## src/rtl/spi_master_shift.sv

```systemverilog
// SPI mode-0 master shift engine: serialises one word MSB first on mosi/sclk/cs_n
// and assembles the word returned on miso.
module spi_master_shift #(
  parameter int W_DATA  = 32,
  parameter int CLK_DIV = 4
) (
  input  logic              clk,
  input  logic              rst,
  input  logic              start,
  input  logic [W_DATA-1:0] tx_data,
  output logic [W_DATA-1:0] rx_data,
  output logic              busy,
  output logic              done,
  output logic              sclk,
  output logic              mosi,
  output logic              cs_n,
  input  logic              miso
);

  localparam int PW = $clog2(CLK_DIV) + 1;
  localparam int BW = $clog2(W_DATA) + 1;
  localparam logic [PW-1:0] PH_LAST  = PW'(CLK_DIV - 1);
  localparam logic [BW-1:0] BIT_LAST = BW'(W_DATA - 1);

  typedef enum logic [2:0] {
    IDLE,
    LEAD,
    HIGH,
    LOW,
    TRAIL
  } state_t;

  state_t            state, state_next;
  logic [PW-1:0]     phase, phase_next;
  logic [BW-1:0]     bit_cnt, bit_cnt_next;
  logic [W_DATA-1:0] tx_shift, tx_shift_next;
  logic [W_DATA-1:0] rx_shift, rx_shift_next;
  logic [W_DATA-1:0] rx_data_next;
  logic              busy_next, done_next, sclk_next, cs_n_next;
  logic              phase_end;

  // mosi is the MSB of a register, so it only moves when the shifter does.
  assign mosi      = tx_shift[W_DATA-1];
  assign phase_end = (phase == PH_LAST);

  always_ff @(posedge clk or posedge rst) begin
    if (rst) begin
      state    <= IDLE;
      phase    <= '0;
      bit_cnt  <= '0;
      tx_shift <= '0;
      rx_shift <= '0;
      rx_data  <= '0;
      busy     <= 1'b0;
      done     <= 1'b0;
      sclk     <= 1'b0;
      cs_n     <= 1'b1;
    end else begin
      state    <= state_next;
      phase    <= phase_next;
      bit_cnt  <= bit_cnt_next;
      tx_shift <= tx_shift_next;
      rx_shift <= rx_shift_next;
      rx_data  <= rx_data_next;
      busy     <= busy_next;
      done     <= done_next;
      sclk     <= sclk_next;
      cs_n     <= cs_n_next;
    end
  end

  always_comb begin
    state_next    = state;
    phase_next    = phase_end ? '0 : phase + PW'(1);
    bit_cnt_next  = bit_cnt;
    tx_shift_next = tx_shift;
    rx_shift_next = rx_shift;
    rx_data_next  = rx_data;
    busy_next     = busy;
    done_next     = 1'b0;
    sclk_next     = sclk;
    cs_n_next     = cs_n;

    unique case (state)
      IDLE: begin
        phase_next = '0;
        if (start) begin
          state_next    = LEAD;
          tx_shift_next = tx_data;
          bit_cnt_next  = '0;
          cs_n_next     = 1'b0;
          busy_next     = 1'b1;
        end
      end
      LEAD: begin
        if (phase_end) begin
          state_next    = HIGH;
          sclk_next     = 1'b1;
          rx_shift_next = {rx_shift[W_DATA-2:0], miso};
        end
      end
      HIGH: begin
        if (phase_end) begin
          sclk_next = 1'b0;
          if (bit_cnt == BIT_LAST) begin
            state_next = TRAIL;
          end else begin
            state_next    = LOW;
            tx_shift_next = {tx_shift[W_DATA-2:0], 1'b0};
            bit_cnt_next  = bit_cnt + BW'(1);
          end
        end
      end
      LOW: begin
        if (phase_end) begin
          state_next    = HIGH;
          sclk_next     = 1'b1;
          rx_shift_next = {rx_shift[W_DATA-2:0], miso};
        end
      end
      TRAIL: begin
        if (phase_end) begin
          state_next   = IDLE;
          cs_n_next    = 1'b1;
          busy_next    = 1'b0;
          done_next    = 1'b1;
          rx_data_next = rx_shift;
        end
      end
      default: begin
        state_next = IDLE;
        phase_next = '0;
      end
    endcase
  end

endmodule

```

## config.mk

```make
export PLATFORM = sky130hd
export DESIGN_NAME = spi_master_shift
export DESIGN_NICKNAME = d
export VERILOG_FILES = /design/src/rtl/spi_master_shift.sv
export SDC_FILE = /design/constraint.sdc
export NUM_CORES = 1
export LEC_CHECK = 0
export ABC_AREA = 1
export BUFFER_PORTS_ARGS = -buffer_cell sky130_fd_sc_hd__buf_4
export CAP_MARGIN = 15
export CORE_AREA = 2 2 145 147
export CTS_CLUSTER_DIAMETER = 80
export DETAILED_ROUTE_END_ITERATION = 12
export DIE_AREA = 0 0 147 149
export PLACE_DENSITY = 0.39
export SLEW_MARGIN = 0
export SYNTH_ARGS = -nofsm -noshare
export SYNTH_HDL_FRONTEND = slang
export SYNTH_SLANG_ARGS = --single-unit
```

## constraint.sdc

```tcl
create_clock -name clk -period 6.8 [get_ports clk]
set_clock_uncertainty 0.1 [all_clocks]
set_input_delay 1.36 -clock clk [delete_from_list [all_inputs] [get_ports clk]]
set_output_delay 1.36 -clock clk [all_outputs]
set_load 0.02 [all_outputs]
```

Word level (Yosys, flattened, before mapping)
Cells that the tools add are included.

Flip-flop bits (word level): 112. Output and inout port bits: 37.

Eq/ne operators: 11. $add $sub $neg: 2. Reductions and logical operators: 12. Muxes and demuxes: 25.

Operator list (number): $mux W32 (3); $pmux W32 S2 (1); $mux W3 (7); $mux W6 (3); $pmux W3 S4 (1); $pmux W6 S2 (1); $eq A3 B2 Y1 const B (3); $ne A2 B2 Y1 const B (4); $reduce_and A4 Y1 (2); $add A6 B1 Y6 const B (1); $eq A6 B5 Y1 const B (1); $mux W1 (6); $pmux W1 S2 (3); $reduce_and A3 Y1 (2); $reduce_bool A2 Y1 (3); $reduce_and A2 Y1 (2); $reduce_or A4 Y1 (1); $add A3 B1 Y3 const B (1); $eq A3 B1 Y1 const B (1); $eq A3 B3 Y1 const B (1); $logic_not A3 Y1 (1); $ne A2 B1 Y1 const B (1); $reduce_or A2 Y1 (1).

Logic depth before layout (Yosys ltp)
Depth after elaboration: 4. Gate-level depth with buffers: 11.

Worst setup path before layout
No wires, ideal clock.

Kind: input port to flip-flop. Start point: input start. End point: register tx_shift[1]. Slack: 4468 ps. Buffers on the path: 2. Stages: 9. Required time: 6583 ps. Arrival time: 2115 ps. Path through: inv_1 -> nand3_1 -> nand2_1 -> inv_2 -> nand2_1 -> buf_4 -> buf_6 -> nand2_1 -> nand2_1.

Longest elaborated chain between the ends: 2.

Ends and longest elaborated chain: from (decl) (RTL line 9) `input logic start,`; $ne A2 B2 Y1 (no source line); $reduce_and A4 Y1 (no source line); to (signal assigned) (RTL line 62) `tx_shift <= tx_shift_next;`; to (decl) (RTL line 36) `logic [W_DATA-1:0] tx_shift, tx_shift_next;`.

No other way between the ends. A chain may end at the register's enable or synchronous reset.

Worst setup path in the final report
Start point: input start. End point: register tx_shift[28].

Same word-level chain as after synthesis.

==> results.md <==
* CTS clock-pin slew for the worst setup and hold paths at 0.07 ns
* Asr flop ratio synth at 100%
* Critical Path, Cell by Cell: buf_4 -> inv_1 -> nand3_1 -> nand2_1 -> inv_2 -> nand2_1 -> buf_4 -> nand2_1 -> nand2_1
* Antenna-violating nets left at 0
* P&R area growth vs syn at 23.2%
* # DRC at 0
* Status: finished, final reports clean
* First-pass detailed-route iteration total at 4
* I/O pins at 73
* Initial DRC count at 205
* Ys flop type: dfrtp_1
* WL/cell at 11.7 um
* Die area at 0.0219 mm^2
* # hold bufs at CTS at 0
* Mapped Area at 0.00478 mm^2
* Total power at 2.05 mW
* Worst EP required at 6.93 ns
* Nets at 677
* P_leak at 2.96 nW
* Vias in the first global route at 3743
* Final setup fails at 0
* Worst hold margin at 0.348 ns
* Fin. Hold Viols at 0
* Final setup TNS at 0 ns
* Share of cells above drive strength 1 at 15.4%
* GR Util All Layers at 10.3%
* Critical path class: in2reg
* H-tree Lvls at 3
* Tmin final at 2.64 ns
* CTS Buf Count at 9
* Antenna diodes at 0
* Port Buffers at 72
* # Post-CTS Setup Buffers at 0
* Via count at 3723
* Largest net degree at the start of global routing at 70
* Max VDD drop at 175 uV
* Antenna violations before repair at 0
* Worst slew margin at 32.9%
* Syn Nets at 619
* FILL cells at 2230
* R2R Setup Slk at 4.29 ns
* Post-synth top area share at 58.1%
* CTS root buf: clkbuf_16
* Fmax at 0.378 GHz
* Tcrit/Tclk final at 38.9%
* Vias per inst at 4.05
* Startpoint class of the critical path: input port
* Max stage delay on crit path at 0.50 ns
* GP Congestion at 0.711
* Top-count cell post-synth: nand2_1
* YS warnings at 0
* Cells after synthesis at 581
* Top cells by area, synth: dfrtp_1 (58%), nand2_1 (20%), o21ai_0 (7.2%)
* Initial core utilization at 23.3%
* Register bit total from synthesis at 112
* Sequential fraction of the synthesis area at 58.6%
* CP max FO at 39
* CP max-delay cell: inv_2
* Max Cap Viol at 0
* Crit. End Element: register
* RSZ-0062 raised after global routing: false
* Post-synth EDFFs at 0
* Clk buf depth at 2
* Worst-margin pin slew at 1.00 ns
* CTS tree: yes
* Post-CTS Resized at 0
* Die Height at 149 um
* Post-synth cell types at 22
* Synth top cells by count: nand2_1 (260), dfrtp_1 (111), o21ai_0 (69)
* Cell taking the most area after synthesis: dfrtp_1
* Skew-Pair Late Insertion Delay at 0.34 ns
* Max-slew violations at 0
* Area of the multi-input gates at 0.00168 mm^2
* Synthesized area per cell at 8.23 um^2
* Die width at 147 um
* FF+latch area at 0.00280 mm^2
* WL final at 10.7 mm
* Row Count at 53
* Worst Hold Class: reg2reg
* CP Data Arrival Time at 2.78 ns
* Overflow after GRT at 0
* # clock sinks at 112
* CP most frequent cell: nand2_1
* Power density over cell area at 347 mW/mm^2
* First-pass GRT wire length at 18.3 mm
* Total core area at 0.0206 mm^2
* Dpl hpwl at 6.59 mm
-- state kept, by name, indices dropped and copies added (netlist names) --
signal and flops:
rx_shift 32, bit_cnt 6, busy 1, state 3
cs_n 1, rx_data 32, sclk 1, done 1
phase 3, tx_shift 32
-- final cells by class --
type                    instances  share of cell area, %
clock inverters                 5                   1.06
flip-flops and latches        112                   47.6
multi-input cells             395                   28.5
inverters                      45                   2.91
repair buffers                 76                   10.0
well taps                     275                   5.84
clock buffers                  11                   4.12
-- kinds of logic after synthesis --
group	synth area share, %
AO/OA/AOI/OAI	7.85
flip-flops	58.6
XOR/XNOR	0.183
AND/OR/NAND/NOR	26.5
buffers and inverters	6.33
adder cells (fa/ha/maj)	0.523
-- where the power goes --
part | internal, mW | switching [mW] | leakage (nW)
logic | 0.188 | 0.429 | 1.33
registers | 0.806 | 0.0763 | 1.49
clock network | 0.299 | 0.248 | 0.143
total | 1.29 | 0.754 | 2.96
-- placed cells by master, fill, tap and decap left out --
master / n
o22ai_1: 1
clkbuf_1: 1
inv_6: 2
inv_4: 1
nand2_2: 2
xor2_1: 1
inv_2: 3
o22a_1: 1
nor3_4: 1
inv_1: 41
dfstp_2: 1
nor2_1: 14
bufinv_16: 1
buf_16: 1
clkinvlp_4: 2
nor3_1: 3
clkbuf_8: 1
clkbuf_16: 9
dfrtp_1: 111
buf_4: 75
ha_1: 2
nand2_1: 259
a21oi_1: 3
o21ai_0: 69
nand3_1: 37
nand3b_1: 2
-- worst max-delay path: cells and delay by family --
family,cells,cell delay [ns]
buffers and inverters,4,0.93
AND/OR/NAND/NOR,5,0.47
-- worst paths after layout --
kind,cells after the start,startpoint,end
setup / recovery,9,start,tx_shift[28]$_DFFE_PP0P_
hold / removal,1,phase[0]$_DFF_PP0_,phase[0]$_DFF_PP0_
setup reg to reg,8,state[0]$_DFFE_PP0P_,tx_shift[28]$_DFFE_PP0P_
hold reg to reg,1,phase[0]$_DFF_PP0_,phase[0]$_DFF_PP0_
max in group asynchronous,3,rst,rx_shift[16]$_DFFE_PP0P_
min in group asynchronous,2,rst,tx_shift[25]$_DFFE_PP0P_
-- stage by stage --
stage	instances	setup WS, ns	cell area (um^2)	utilization (%)
after floorplan	581	2.38	4780	-
after global placement	902	3.80	5560	27.0
after detailed placement	902	3.79	5560	27.0
after CTS	918	4.16	5870	28.5
after global routing	919	3.98	5890	28.7
final	919	4.16	5890	28.7
-- per-layer routing --
layer  up-vias  part of all wire (%)  GRT usage, %
li1       1928                     -             -
met1      1713                    51          14.0
met2        74                    43          15.9
met3         8                   4.2          2.42
met4         0                   1.3          4.13
met5         -                     0             0
No activity file was read; power rests on OpenSTA's default activity.
